===== config.mk =====
export PLATFORM = sky130hd
export DESIGN_NAME = lcm_eg9013f_scan_engine
export DESIGN_NICKNAME = d
export VERILOG_FILES = /design/src/rtl/lcm_eg9013f_pkg.sv /design/src/rtl/lcm_slot_timer.sv /design/src/rtl/lcm_eg9013f_scan_engine.sv
export SDC_FILE = /design/constraint.sdc
export NUM_CORES = 1
export LEC_CHECK = 0
export ABC_AREA = 0
export ABC_CLOCK_PERIOD_IN_PS = 2100
export CAP_MARGIN = 20
export CORE_ASPECT_RATIO = 1.25
export CORE_MARGIN = 2
export CORE_UTILIZATION = 35
export DETAILED_ROUTE_END_ITERATION = 6
export PLACE_DENSITY = 0.51
export SLEW_MARGIN = 20
export SYNTH_ARGS = -nofsm -noshare
export SYNTH_HDL_FRONTEND = slang
export SYNTH_HIERARCHICAL = 1
export SYNTH_SLANG_ARGS = --single-unit

===== constraint.sdc =====
create_clock -name clk -period 2.1 [get_ports clk]
set_input_delay 0.42 -clock clk [delete_from_list [all_inputs] [get_ports clk]]
set_output_delay 0.42 -clock clk [all_outputs]
set_load 0.01 [all_outputs]

===== src/rtl/lcm_eg9013f_pkg.sv =====
// Shared types, default timing constants and width helper for the EG9013F scan engine.
package lcm_eg9013f_pkg;

    typedef enum logic [1:0] {
        IDLE   = 2'd0,
        SHIFT  = 2'd1,
        LPULSE = 2'd2
    } state_t;

    localparam int unsigned DEF_BYTE_WIDTH = 8;
    localparam int unsigned DEF_ADDR_WIDTH = 16;
    localparam int unsigned DEF_H_BYTES    = 80;
    localparam int unsigned DEF_V_LINES    = 240;
    localparam int unsigned DEF_XSCL_DIV   = 4;
    localparam int unsigned DEF_LP_WIDTH   = 4;

    // Counter width able to hold 0..n-1, never narrower than one bit.
    function automatic int unsigned cnt_w(input int unsigned n);
        return (n < 2) ? 1 : $clog2(n);
    endfunction

endpackage


===== src/rtl/lcm_slot_timer.sv =====
// Byte-slot cycle counter: runs 0..2*XSCL_DIV-1 while run is high, idles at 0 otherwise.
module lcm_slot_timer
    import lcm_eg9013f_pkg::*;
#(
    parameter int unsigned XSCL_DIV = DEF_XSCL_DIV
) (
    input  logic clk,
    input  logic rst,
    input  logic run,
    output logic slot_start_c,
    output logic slot_end_c,
    output logic xscl_hi_c
);

    localparam int unsigned SLOT_LEN = 2 * XSCL_DIV;
    localparam int unsigned CW       = cnt_w(SLOT_LEN);

    logic [CW-1:0] slot_cnt;

    always_ff @(posedge clk) begin
        if (rst || !run) begin
            slot_cnt <= '0;
        end else if (slot_cnt == CW'(SLOT_LEN - 1)) begin
            slot_cnt <= '0;
        end else begin
            slot_cnt <= slot_cnt + CW'(1);
        end
    end

    assign slot_start_c = run && (slot_cnt == '0);
    assign slot_end_c   = run && (slot_cnt == CW'(SLOT_LEN - 1));
    assign xscl_hi_c    = run && (slot_cnt >= CW'(XSCL_DIV));

endmodule


===== src/rtl/lcm_eg9013f_scan_engine.sv =====
// EG9013F LCD scan engine: reads the frame RAM and drives FLM/LP/XSCL/data to the panel.
// Optional macro LCM_DATA_REVERSE_EN bit-reverses each byte presented on lcm_data.
module lcm_eg9013f_scan_engine
    import lcm_eg9013f_pkg::*;
#(
    parameter int unsigned BYTE_WIDTH = DEF_BYTE_WIDTH,
    parameter int unsigned ADDR_WIDTH = DEF_ADDR_WIDTH,
    parameter int unsigned H_BYTES    = DEF_H_BYTES,
    parameter int unsigned V_LINES    = DEF_V_LINES,
    parameter int unsigned XSCL_DIV   = DEF_XSCL_DIV,
    parameter int unsigned LP_WIDTH   = DEF_LP_WIDTH
) (
    input  logic                  clk,
    input  logic                  rst,
    input  logic                  enable,
    output logic                  rd_en,
    output logic [ADDR_WIDTH-1:0] rd_addr,
    input  logic [BYTE_WIDTH-1:0] rd_data,
    output logic                  lcm_din,
    output logic                  lcm_lp,
    output logic                  lcm_xscl,
    output logic [BYTE_WIDTH-1:0] lcm_data,
    output logic                  busy,
    output logic                  frame_done
);

    localparam int unsigned BCW = cnt_w(H_BYTES);
    localparam int unsigned LCW = cnt_w(V_LINES);
    localparam int unsigned PCW = cnt_w(LP_WIDTH);

    state_t                state_q, state_d;
    logic [BCW-1:0]        byte_q;
    logic [LCW-1:0]        line_q;
    logic [PCW-1:0]        lp_q;
    logic [ADDR_WIDTH-1:0] addr_q;
    logic                  rd_valid_q;

    logic run_c, slot_start_c, slot_end_c, xscl_hi_c;
    logic last_byte_c, last_line_c, lp_last_c, frame_end_c;
    logic rd_en_d, lp_d, xscl_d, din_d, busy_d, frame_done_d;
    logic [BYTE_WIDTH-1:0] data_fmt_c;

    assign run_c = (state_q == SHIFT);

    lcm_slot_timer #(
        .XSCL_DIV (XSCL_DIV)
    ) u_slot_timer (
        .clk          (clk),
        .rst          (rst),
        .run          (run_c),
        .slot_start_c (slot_start_c),
        .slot_end_c   (slot_end_c),
        .xscl_hi_c    (xscl_hi_c)
    );

    assign last_byte_c = (byte_q == BCW'(H_BYTES - 1));
    assign last_line_c = (line_q == LCW'(V_LINES - 1));
    assign lp_last_c   = (lp_q == PCW'(LP_WIDTH - 1));
    assign frame_end_c = (state_q == LPULSE) && lp_last_c && last_line_c;

`ifdef LCM_DATA_REVERSE_EN
    always_comb begin
        data_fmt_c = '0;
        for (int i = 0; i < int'(BYTE_WIDTH); i++) begin
            data_fmt_c[i] = rd_data[BYTE_WIDTH-1-i];
        end
    end
`else
    assign data_fmt_c = rd_data;
`endif

    // Next state and next registered output values.
    always_comb begin
        state_d      = state_q;
        rd_en_d      = slot_start_c;
        xscl_d       = xscl_hi_c;
        lp_d         = (state_q == LPULSE);
        din_d        = (state_q != IDLE) && (line_q == '0);
        busy_d       = (state_q != IDLE);
        frame_done_d = frame_end_c;
        case (state_q)
            IDLE:    if (enable) state_d = SHIFT;
            SHIFT:   if (slot_end_c && last_byte_c) state_d = LPULSE;
            LPULSE:  if (lp_last_c) state_d = (!last_line_c || enable) ? SHIFT : IDLE;
            default: state_d = IDLE;
        endcase
    end

    always_ff @(posedge clk) begin
        if (rst) begin
            state_q    <= IDLE;
            byte_q     <= '0;
            line_q     <= '0;
            lp_q       <= '0;
            addr_q     <= '0;
            rd_valid_q <= 1'b0;
            rd_en      <= 1'b0;
            rd_addr    <= '0;
            lcm_din    <= 1'b0;
            lcm_lp     <= 1'b0;
            lcm_xscl   <= 1'b0;
            lcm_data   <= '0;
            busy       <= 1'b0;
            frame_done <= 1'b0;
        end else begin
            state_q    <= state_d;
            rd_en      <= rd_en_d;
            lcm_din    <= din_d;
            lcm_lp     <= lp_d;
            lcm_xscl   <= xscl_d;
            busy       <= busy_d;
            frame_done <= frame_done_d;
            rd_valid_q <= rd_en;

            if (slot_end_c) begin
                byte_q <= last_byte_c ? '0 : byte_q + BCW'(1);
                addr_q <= (last_byte_c && last_line_c) ? '0 : addr_q + ADDR_WIDTH'(1);
            end

            if (state_q == LPULSE) begin
                lp_q <= lp_last_c ? '0 : lp_q + PCW'(1);
                if (lp_last_c) line_q <= last_line_c ? '0 : line_q + LCW'(1);
            end else begin
                lp_q <= '0;
            end

            if (slot_start_c) rd_addr <= addr_q;
            // rd_data answers the strobe seen on the previous cycle.
            if (rd_valid_q) lcm_data <= data_fmt_c;
        end
    end

endmodule

-- Word-level counts from Yosys, hierarchy flattened
Cells that the tools add are included.
- bits in registers: 69
- bits in latches: 0
- RAM bits: 0
- bits in read-only memories: 0
- output and inout bits: 30
- memories kept: 0
- $add $sub $neg: 5
- multiply operators: 0
- div/mod/pow operators: 0
- $lt $le $gt $ge: 1
- equality and inequality tests: 9
- shifts and indexed selects: 0
- muxes and demuxes: 8
- bitwise operators: 1
- reduce and logical (&&, ||, !) cells: 20
- operators by type and width (kind ; count):
    adder 16 x 1 -> 16 bit, second input constant ; 1
    2-to-1 mux 16 bit ; 1
    adder 8 x 1 -> 8 bit, second input constant ; 1
    equality test 8 bit, second input constant ; 1
    logical AND 1 bit ; 8
    zero test 8 bit ; 1
    2-to-1 mux 8 bit ; 1
    adder 7 x 1 -> 7 bit, second input constant ; 1
    equality test 7 bit, second input constant ; 1
    2-to-1 mux 7 bit ; 1
    2-to-1 mux 2 bit ; 3
    inequality test 2 bit, second input constant ; 3
    case mux 2 bit (3 select lines) ; 1
    equality test 2 bit, second input constant ; 2
    adder 3 x 1 -> 3 bit, second input constant ; 1
    equality test 3 bit, second input constant ; 1
    greater-or-equal comparator 3 bit, second input constant ; 1
    zero test 3 bit ; 1
    AND reduction 3 bit ; 1
    OR reduction 3 bit ; 1
    adder 2 x 1 -> 2 bit, second input constant ; 1
    equality test 2 x 1 -> 1 bit, second input constant ; 1
    zero test 1 bit ; 2
    zero test 2 bit ; 1
    6 further kinds ; 7

-- Depth between registers and ports, before layout
Gate-level depths: netlist (run 1).
- depth in word-level cells: 6
- depth in mapped cells: 8

-- Hierarchy
The synthesis (run 1) kept the hierarchy.
- by module, submodules not included (module ; times used ; cells each ; area each (µm²) ; sequential area each (µm²)):
    lcm_eg9013f_scan_engine ; 1 ; 274 ; 2707.6 ; 1321.3
    lcm_slot_timer ; 1 ; 14 ; 166.4 ; 60.1

-- Worst setup path before layout (run 1)
OpenSTA, ideal clock, no wires.
- path type: register to register
- start point: reg u_slot_timer.slot_cnt[0]
- end point: reg addr_q[13]
- data arrival time: 1637 ps
- data required time: 1985 ps
- setup slack: 348 ps
- stages on the path, launching flop included: 9
- path buffers: 1
- period minus slack after synthesis: 1752 ps
- cells stage by stage: dfxtp_1 ha_1 ha_1 and2_1 nand4_2 nor4b_4 a21o_4 buf_6 nor2_1
- longest elaborated chain between the ends: 2
- RTL lines (what ; RTL line ; source):
    start, declared ; lcm_slot_timer.sv:18 ; logic [CW-1:0] slot_cnt;
    start signal, assigned ; lcm_slot_timer.sv:26 ; slot_cnt <= slot_cnt + CW'(1);
    equality test 3 bit ; lcm_slot_timer.sv:31 ; assign slot_end_c = run && (slot_cnt == CW'(SLOT_LEN - 1));
    logical AND 1 bit ; lcm_slot_timer.sv:31 ;
    via slot_end_c ; lcm_eg9013f_scan_engine.sv:38 ; logic run_c, slot_start_c, slot_end_c, xscl_hi_c;
    end signal, assigned ; lcm_eg9013f_scan_engine.sv:117 ; addr_q <= (last_byte_c && last_line_c) ? '0 : addr_q + ADDR_WIDTH'(1);
    end, declared ; lcm_eg9013f_scan_engine.sv:35 ; logic [ADDR_WIDTH-1:0] addr_q;
The timed path passes the listed nets, and every way through them passes these cells.
A chain may end at the register's enable or synchronous reset.

-- Final worst setup path (run 1)
- start point: reg u_slot_timer.slot_cnt[0]
- end point: reg addr_q[0]
The elaborated chain is that of the path after synthesis.

==> flow_metrics.tcl, run 1 <==
set metrics [dict create \
    grt_pass1_vias 1965 \
    grt_pass1_wl_mm 9.04 \
    nFillCells 752 \
    cts-root-buf "clkbuf_8" \
    cp-start-kind "flip-flop" \
    placed_cells 421 \
    period_minus_slack_ns 1.88 \
    synth_top_cell_area_share 0.481 \
    crit_arrival_ns 2.10 \
    drive_above_1_share 0.115 \
    syn-instance-count 288 \
    post_drt_wl_per_cell_um 12.2 \
    rows 36 \
    dieArea_um2 8960 \
    fin_tns_setup_ns 0 \
    clkPwrFrac 0.386 \
    crit_path_end_kind "flip-flop" \
    cap_violations 0 \
    crit_type "flip-flop to flip-flop" \
    p_switching_uw 525 \
    intPower_mw 1.88 \
    cp_cell_sequence "ha_1, ha_1, and2_2, nand4_2, nor4b_4, a21o_4, nor2_1" \
    numCtsBuffers 9 \
    ys_async_sr_fraction 0 \
    portBuffers 40 \
    worst_skew_pair.late_latency_ns 0.33 \
    fin_util 0.452 \
    syn_area_um2 2870 \
    initial_core_util 0.365 \
    nNetsFinal 356 \
    core_area_um2 7880 \
    hp-start "lp_q[0]$_SDFF_PP0_" \
    synth_fp_nets 307 \
    rrSetupSlack_ns 0.22 \
    dpl_cell_area_um2 3390 \
    outcome "finished, final reports clean" \
    required_ns 2.32 \
    synthToLayoutAreaGrowth_pct 23.9 \
    drc_errors 0 \
    power.leakage_nw 1.31 \
    postLayoutCellArea_um2 3560 \
    seqCellArea_um2 1380 \
    irDropWorstVdd_uv 345 \
    synth.avg_cell_area_um2 9.98 \
    multiInputGateArea_um2 1410 \
    cts_tree "yes" \
    die_y_um 105 \
    grt.total_usage 0.126 \
    fin_cells 435 \
    min_path_cells 1 \
    cts_hold_buf 0 \
    routed_wl_mm 5.29 \
    place_congestion 0.759 \
    rr_worst_depth 7 \
    min_to "lp_q[0]$_SDFF_PP0_" \
    grt_max_degree 29 \
    clk_path_buf_depth 2 \
    critical_path.slowest_cell "dfxtp_1" \
    max_stage_delay_ns 0.37 \
    p_total_mw 2.40 \
    comb_power_share 0.060 \
    power_density_nw_per_um2 675 \
    grt-ovfl-total 0 \
    fmax_mhz 531 \
    yosysWarnings 6 \
    tightestPinTransition_ns 0.528 \
    power_frac_seq 0.554 \
    synthFlopType "dfxtp_1" \
    min_path_type "flip-flop to flip-flop" \
    first_pass_iters 4 \
    rsz0062_at_grt "false" \
    num_vias 2053 \
    die_w_um 85.1 \
    swShare 0.218 \
    critPathMostFrequentCell "ha_1" \
    r2r_end "addr_q[0]$_SDFFE_PP0P_" \
    period_share 0.897 \
    ys_seq_area_frac 0.481 \
    max-slew-margin-rel 0.646 \
    antenna_found_initial 0 \
    crit_fanout 15 \
    ys_seq_elements 69 \
    first_iter_violations 43 \
    r2r_start "u_slot_timer/slot_cnt[0]$_SDFF_PP0_" \
    ant_nets 0 \
    yosysTopAreaCell "dfxtp_1" \
    yosys-top-cells-area "dfxtp_1 48%, mux2i_1 9.1%, nor2_1 8.0%, xnor2_1 4.9%, ha_1 3.5%" \
    finalMaxSlewViolations 0 \
    ios 41 \
    cts_htree_levels 3 \
    cts.sinks 69 \
    final_hold_viol_count 0 \
    synth_edf_count 0 \
    finClkSkew_ns 0.0101 \
    synth_cell_types 46 \
    setup_viol 0 \
    routed_via_density 4.72 \
    clk_pin_slew_worst_paths_ns 0.06 \
    n_antenna_cell 0 \
    dp_hpwl_mm 3.84 \
]
layer usage:
layer,track usage,share of wire
met1,0.153,0.47
met5,0,0
met3,0.0352,0.042
met2,0.201,0.46
met4,0.0680,0.025
area by class of cell:
| cell class | count | area share |
|---|---|---|
| clock inverters | 1 | 0.00211 |
| repair buffers | 47 | 0.127 |
| well taps | 95 | 0.0334 |
| clock buffers | 13 | 0.0446 |
| inverters | 9 | 0.00948 |
| flip-flops and latches | 69 | 0.388 |
| multi-input cells | 201 | 0.396 |
cell usage in the layout, fill, tap and decap left out, types with 2 or more instances in the layout:
cell type,netlist,routed
nor4_2,3,3
mux2i_1,26,26
inv_1,9,9
nor4_1,3,3
clkdlybuf4s50_1,0,40
nand4_1,7,7
nand2_1,12,12
o211ai_1,2,2
nand3_1,4,4
dfxtp_1,69,69
nor2_1,61,61
ha_1,8,8
nor2b_1,5,5
xor2_1,10,10
clkbuf_8,0,11
o21ai_0,3,3
a21oi_1,5,5
nor4b_1,2,2
nor3b_1,2,2
nand2b_1,2,2
nor3_1,5,5
buf_4,0,7
clkbuf_1,5,2
xnor2_1,16,16
and4bb_2,2,2
synth_stat cells (3+ instances only):
master,n
clkbuf_1,5
nor3_1,5
xnor2_1,16
a21oi_1,5
nor4_2,3
nor4_1,3
nand4_1,7
dfxtp_1,69
o21ai_0,3
nand3_1,4
mux2i_1,26
nor2_1,61
xor2_1,10
nor2b_1,5
ha_1,8
inv_1,9
nand2_1,12
stage by stage:
step | worst slack [ns] | hold slack [ns]
after global placement | 0.204 | 0.416
after detailed placement | 0.0828 | 0.423
after floorplan | 0.348 | 0.408
after CTS | 0.0632 | 0.433
final | 0.216 | 0.431
after global routing | 0.0302 | 0.447
how the worst max path moves through the flow:
stage / depth (start not counted) / startpoint / endpoint / slack, ns
after floorplan: 8 / u_slot_timer/slot_cnt[0]$_SDFF_PP0_ / addr_q[13]$_SDFFE_PP0P_ / 0.35
after detailed placement: 7 / u_slot_timer/slot_cnt[0]$_SDFF_PP0_ / addr_q[0]$_SDFFE_PP0P_ / 0.08
after global routing: 7 / u_slot_timer/slot_cnt[0]$_SDFF_PP0_ / addr_q[0]$_SDFFE_PP0P_ / 0.03
after global placement: 7 / u_slot_timer/slot_cnt[0]$_SDFF_PP0_ / addr_q[9]$_SDFFE_PP0P_ / 0.20
final: 7 / u_slot_timer/slot_cnt[0]$_SDFF_PP0_ / addr_q[0]$_SDFFE_PP0P_ / 0.22
after CTS: 7 / u_slot_timer/slot_cnt[0]$_SDFF_PP0_ / addr_q[0]$_SDFFE_PP0P_ / 0.06
what timing repair did:
action                     CTS  global route
setup endpoints to repair    0            17
buffers inserted             0             0
hold endpoints to repair     0             0
gates resized for setup      0             1
state kept, by name, indices dropped and copies added (netlist names):
register               count
addr_q                    16
rd_addr                   16
lcm_data                   8
line_q                     8
byte_q                     7
u_slot_timer/slot_cnt      3
lp_q                       2
state_q                    2
busy                       1
frame_done                 1
lcm_din                    1
lcm_lp                     1
lcm_xscl                   1
rd_en                      1
rd_valid_q                 1
worst max-delay path, delay by kind of cell (launching register included):
kind / cells / cell delay, ns
simple gates: 4 / 0.75
fa+ha+maj: 2 / 0.36
compound gates: 1 / 0.28
flops: 1 / 0.37
kinds of logic after synthesis:
logic type               synth area share
AO/OA/AOI/OAI                      0.0348
buffers and inverters              0.0296
XOR/XNOR                           0.0792
adder cells (fa/ha/maj)            0.0348
flip-flops                          0.481
AND/OR/NAND/NOR                     0.250
multiplexers                       0.0906
power groups by stage:
stage / Clock, mW / Sequential (mW) / Combinational, mW
after floorplan: 0 / 1.36 / 0.0848
after global placement: 0 / 1.36 / 0.147
after detailed placement: 0 / 1.36 / 0.147
after CTS: 0.971 / 1.33 / 0.148
after global routing: 1.03 / 1.33 / 0.157
final: 0.928 / 1.33 / 0.144
Note: power is estimated with default switching activity, not from simulation.
==> run 2: changes to the inputs <==
--- a/config.mk
+++ b/config.mk
@@ -6,13 +6,14 @@
 export NUM_CORES = 1
 export LEC_CHECK = 0
 export ABC_AREA = 0
-export ABC_CLOCK_PERIOD_IN_PS = 2100
+export ABC_CLOCK_PERIOD_IN_PS = 1600
 export CAP_MARGIN = 20
 export CORE_ASPECT_RATIO = 1.25
 export CORE_MARGIN = 2
 export CORE_UTILIZATION = 35
 export DETAILED_ROUTE_END_ITERATION = 6
-export PLACE_DENSITY = 0.51
+export PLACE_DENSITY = 0.53
+export REMOVE_ABC_BUFFERS = 1
 export SLEW_MARGIN = 20
 export SYNTH_ARGS = -nofsm -noshare
 export SYNTH_HDL_FRONTEND = slang
==> constraint.sdc (replaced) <==
create_clock -name clk -period 1.6 [get_ports clk]
set_input_delay 0.32 -clock clk [delete_from_list [all_inputs] [get_ports clk]]
set_output_delay 0.32 -clock clk [all_outputs]
set_load 0.01 [all_outputs]
==> flow_metrics.tcl, run 2 (synthesized netlist as in run 1, its figures left out) <==
set metrics [dict create \
    outcome "finished, violations left" \
    failed_checks "setup timing" \
    max_stage_delay_ns 0.34 \
    dp_hpwl_mm 4.10 \
    tightestPinTransition_ns 0.453 \
    die_y_um 105 \
    p_switching_uw 779 \
    cp-endpoint "state_q[0]$_SDFFE_PP0P_" \
    first_iter_violations 43 \
    rows 36 \
    p_total_mw 3.88 \
    power_density_nw_per_um2 988 \
    finalMaxSlewViolations 0 \
    cts_tree "yes" \
    critPathMostFrequentCell "ha_4" \
    rsz0062_at_grt "true" \
    power.leakage_nw 1.49 \
    setup_viol 11 \
    antenna_found_initial 0 \
    crit_path_end_kind "flip-flop" \
    crit_fanout 5 \
    fin_cells 459 \
    synthToLayoutAreaGrowth_pct 36.7 \
    cts_hold_buf 0 \
    cts-root-buf "clkbuf_8" \
    routed_via_density 4.79 \
    grt-ovfl-total 0 \
    nNetsFinal 378 \
    period_minus_slack_ns 1.64 \
    die_w_um 85.1 \
    worst_skew_pair.late_latency_ns 0.34 \
    intPower_mw 3.10 \
    most-common-layout-cells "67 x dfxtp_1, 53 x nor2_1, 39 x clkdlybuf4s50_1" \
    cts.sinks 69 \
    swShare 0.201 \
    cp_cell_sequence "ha_4, ha_4, and2_4, nand4_4, nor4b_4, buf_4, or2_4, o32ai_2" \
    drive_above_1_share 0.220 \
    crit_type "flip-flop to flip-flop" \
    dieArea_um2 8960 \
    numCtsBuffers 9 \
    final_hold_viol_count 0 \
    final_common_cell "dfxtp_1" \
    placed_cells 439 \
    core_area_um2 7880 \
    irDropWorstVdd_uv 542 \
    r2r_end "state_q[0]$_SDFFE_PP0P_" \
    ant_nets 0 \
    clkPwrFrac 0.489 \
    num_vias 2199 \
    crit_cells 8 \
    required_ns 1.85 \
    drc_errors 0 \
    min_path_type "flip-flop to flip-flop" \
    crit_buf_inv 1 \
    place_congestion 0.760 \
    cp-start-kind "flip-flop" \
    critPathLaunch "u_slot_timer/slot_cnt[1]$_SDFF_PP0_" \
    critical_path.slowest_cell "dfxtp_2" \
    period_share 1.03 \
    finalWorstSetupSlack_ns -0.0438 \
    portBuffers 40 \
    grt_pass1_vias 2157 \
    grt_max_degree 17 \
    ios 41 \
    grt.total_usage 0.139 \
    reg_top3 "addr_q (16), rd_addr (16)" \
    fin_tns_setup_ns -0.301 \
    initial_core_util 0.365 \
    power_frac_seq 0.451 \
    rrSetupSlack_ns -0.04 \
    cts_htree_levels 3 \
    max-slew-margin-rel 0.698 \
    clk_path_buf_depth 2 \
    n_antenna_cell 0 \
    post_drt_wl_per_cell_um 12.6 \
    finClkSkew_ns 0.00652 \
    comb_power_share 0.060 \
    rr_worst_depth 8 \
    fmax_mhz 608 \
    cap_violations 0 \
    first_pass_iters 4 \
    crit_arrival_ns 1.90 \
    routed_wl_mm 5.81 \
    cpLargestDelayFamily "simple AND/OR/NAND/NOR gates" \
    grt_pass1_wl_mm 10.1 \
    clk_pin_slew_worst_paths_ns 0.07 \
    r2r_start "u_slot_timer/slot_cnt[1]$_SDFF_PP0_" \
]
-- run 2: area by class of cell --
class	instances	area [µm²]
Fill cell	738	3950
Multi-Input combinational cell	202	1500
Sequential cell	69	1380
Timing Repair Buffer	68	626
Clock buffer	10	138
Clock inverter	6	134
Tap cell	95	119
Inverter	9	33.8
-- run 2: worst min path at each step --
stage	slack [ns]	end	startpoint	cells past startpoint
floorplan	0.39	addr_q[1]$_SDFFE_PP0P_	rst	1
global placement	0.42	lp_q[0]$_SDFF_PP0_	lp_q[0]$_SDFF_PP0_	1
detailed placement	0.42	lp_q[0]$_SDFF_PP0_	lp_q[0]$_SDFF_PP0_	1
CTS	0.44	lp_q[0]$_SDFF_PP0_	lp_q[0]$_SDFF_PP0_	1
global route	0.46	lp_q[0]$_SDFF_PP0_	lp_q[0]$_SDFF_PP0_	1
finish	0.43	lp_q[0]$_SDFF_PP0_	lp_q[0]$_SDFF_PP0_	1
-- run 2: metal layers --
| metal | GRT usage | routed length [µm] |
|---|---|---|
| met1 | 0.180 | 2740 |
| met2 | 0.219 | 2720 |
| met3 | 0.0423 | 264 |
| met4 | 0.0510 | 80 |
| met5 | 0 | 0 |
-- run 2: power by group through the flow --
| stage | clock (mW) | sequential [mW] | combinational, mW |
|---|---|---|---|
| floorplan | 0 | 1.79 | 0.0900 |
| global placement | 0 | 1.79 | 0.225 |
| detailed placement | 0 | 1.79 | 0.224 |
| CTS | 1.95 | 1.75 | 0.231 |
| global route | 2.03 | 1.75 | 0.253 |
| finish | 1.90 | 1.75 | 0.233 |
-- run 2: stage by stage --
stage / area [µm²] / setup slack (ns) / hold slack [ns] / util
after global routing: 3930 / -0.136 / 0.460 / 0.498
final: 3930 / -0.0438 / 0.434 / 0.498
after global placement: 3540 / -0.152 / 0.419 / 0.449
after detailed placement: 3540 / -0.236 / 0.420 / 0.449
after CTS: 3900 / -0.0761 / 0.436 / 0.494
after floorplan: 2820 / -0.370 / 0.389 / -
-- run 2: repair_timing --
| item | in CTS | in global routing |
|---|---|---|
| gates resized for setup | 13 | 11 |
| setup buffers | 4 | 0 |
| endpoints found under the setup margin | 22 | 35 |
| cloned | 1 | 0 |
| pin swaps | 21 | 8 |
| endpoints found under the hold margin | 0 | 0 |
-- run 2: worst reg2reg max path, stage by stage, from the launching register on --
cell and delay, ns:
dfxtp_2 0.34, ha_4 0.16, ha_4 0.15, and2_4 0.16, nand4_4 0.08, nor4b_4 0.05
buf_4 0.15, or2_4 0.27, o32ai_2 0.20
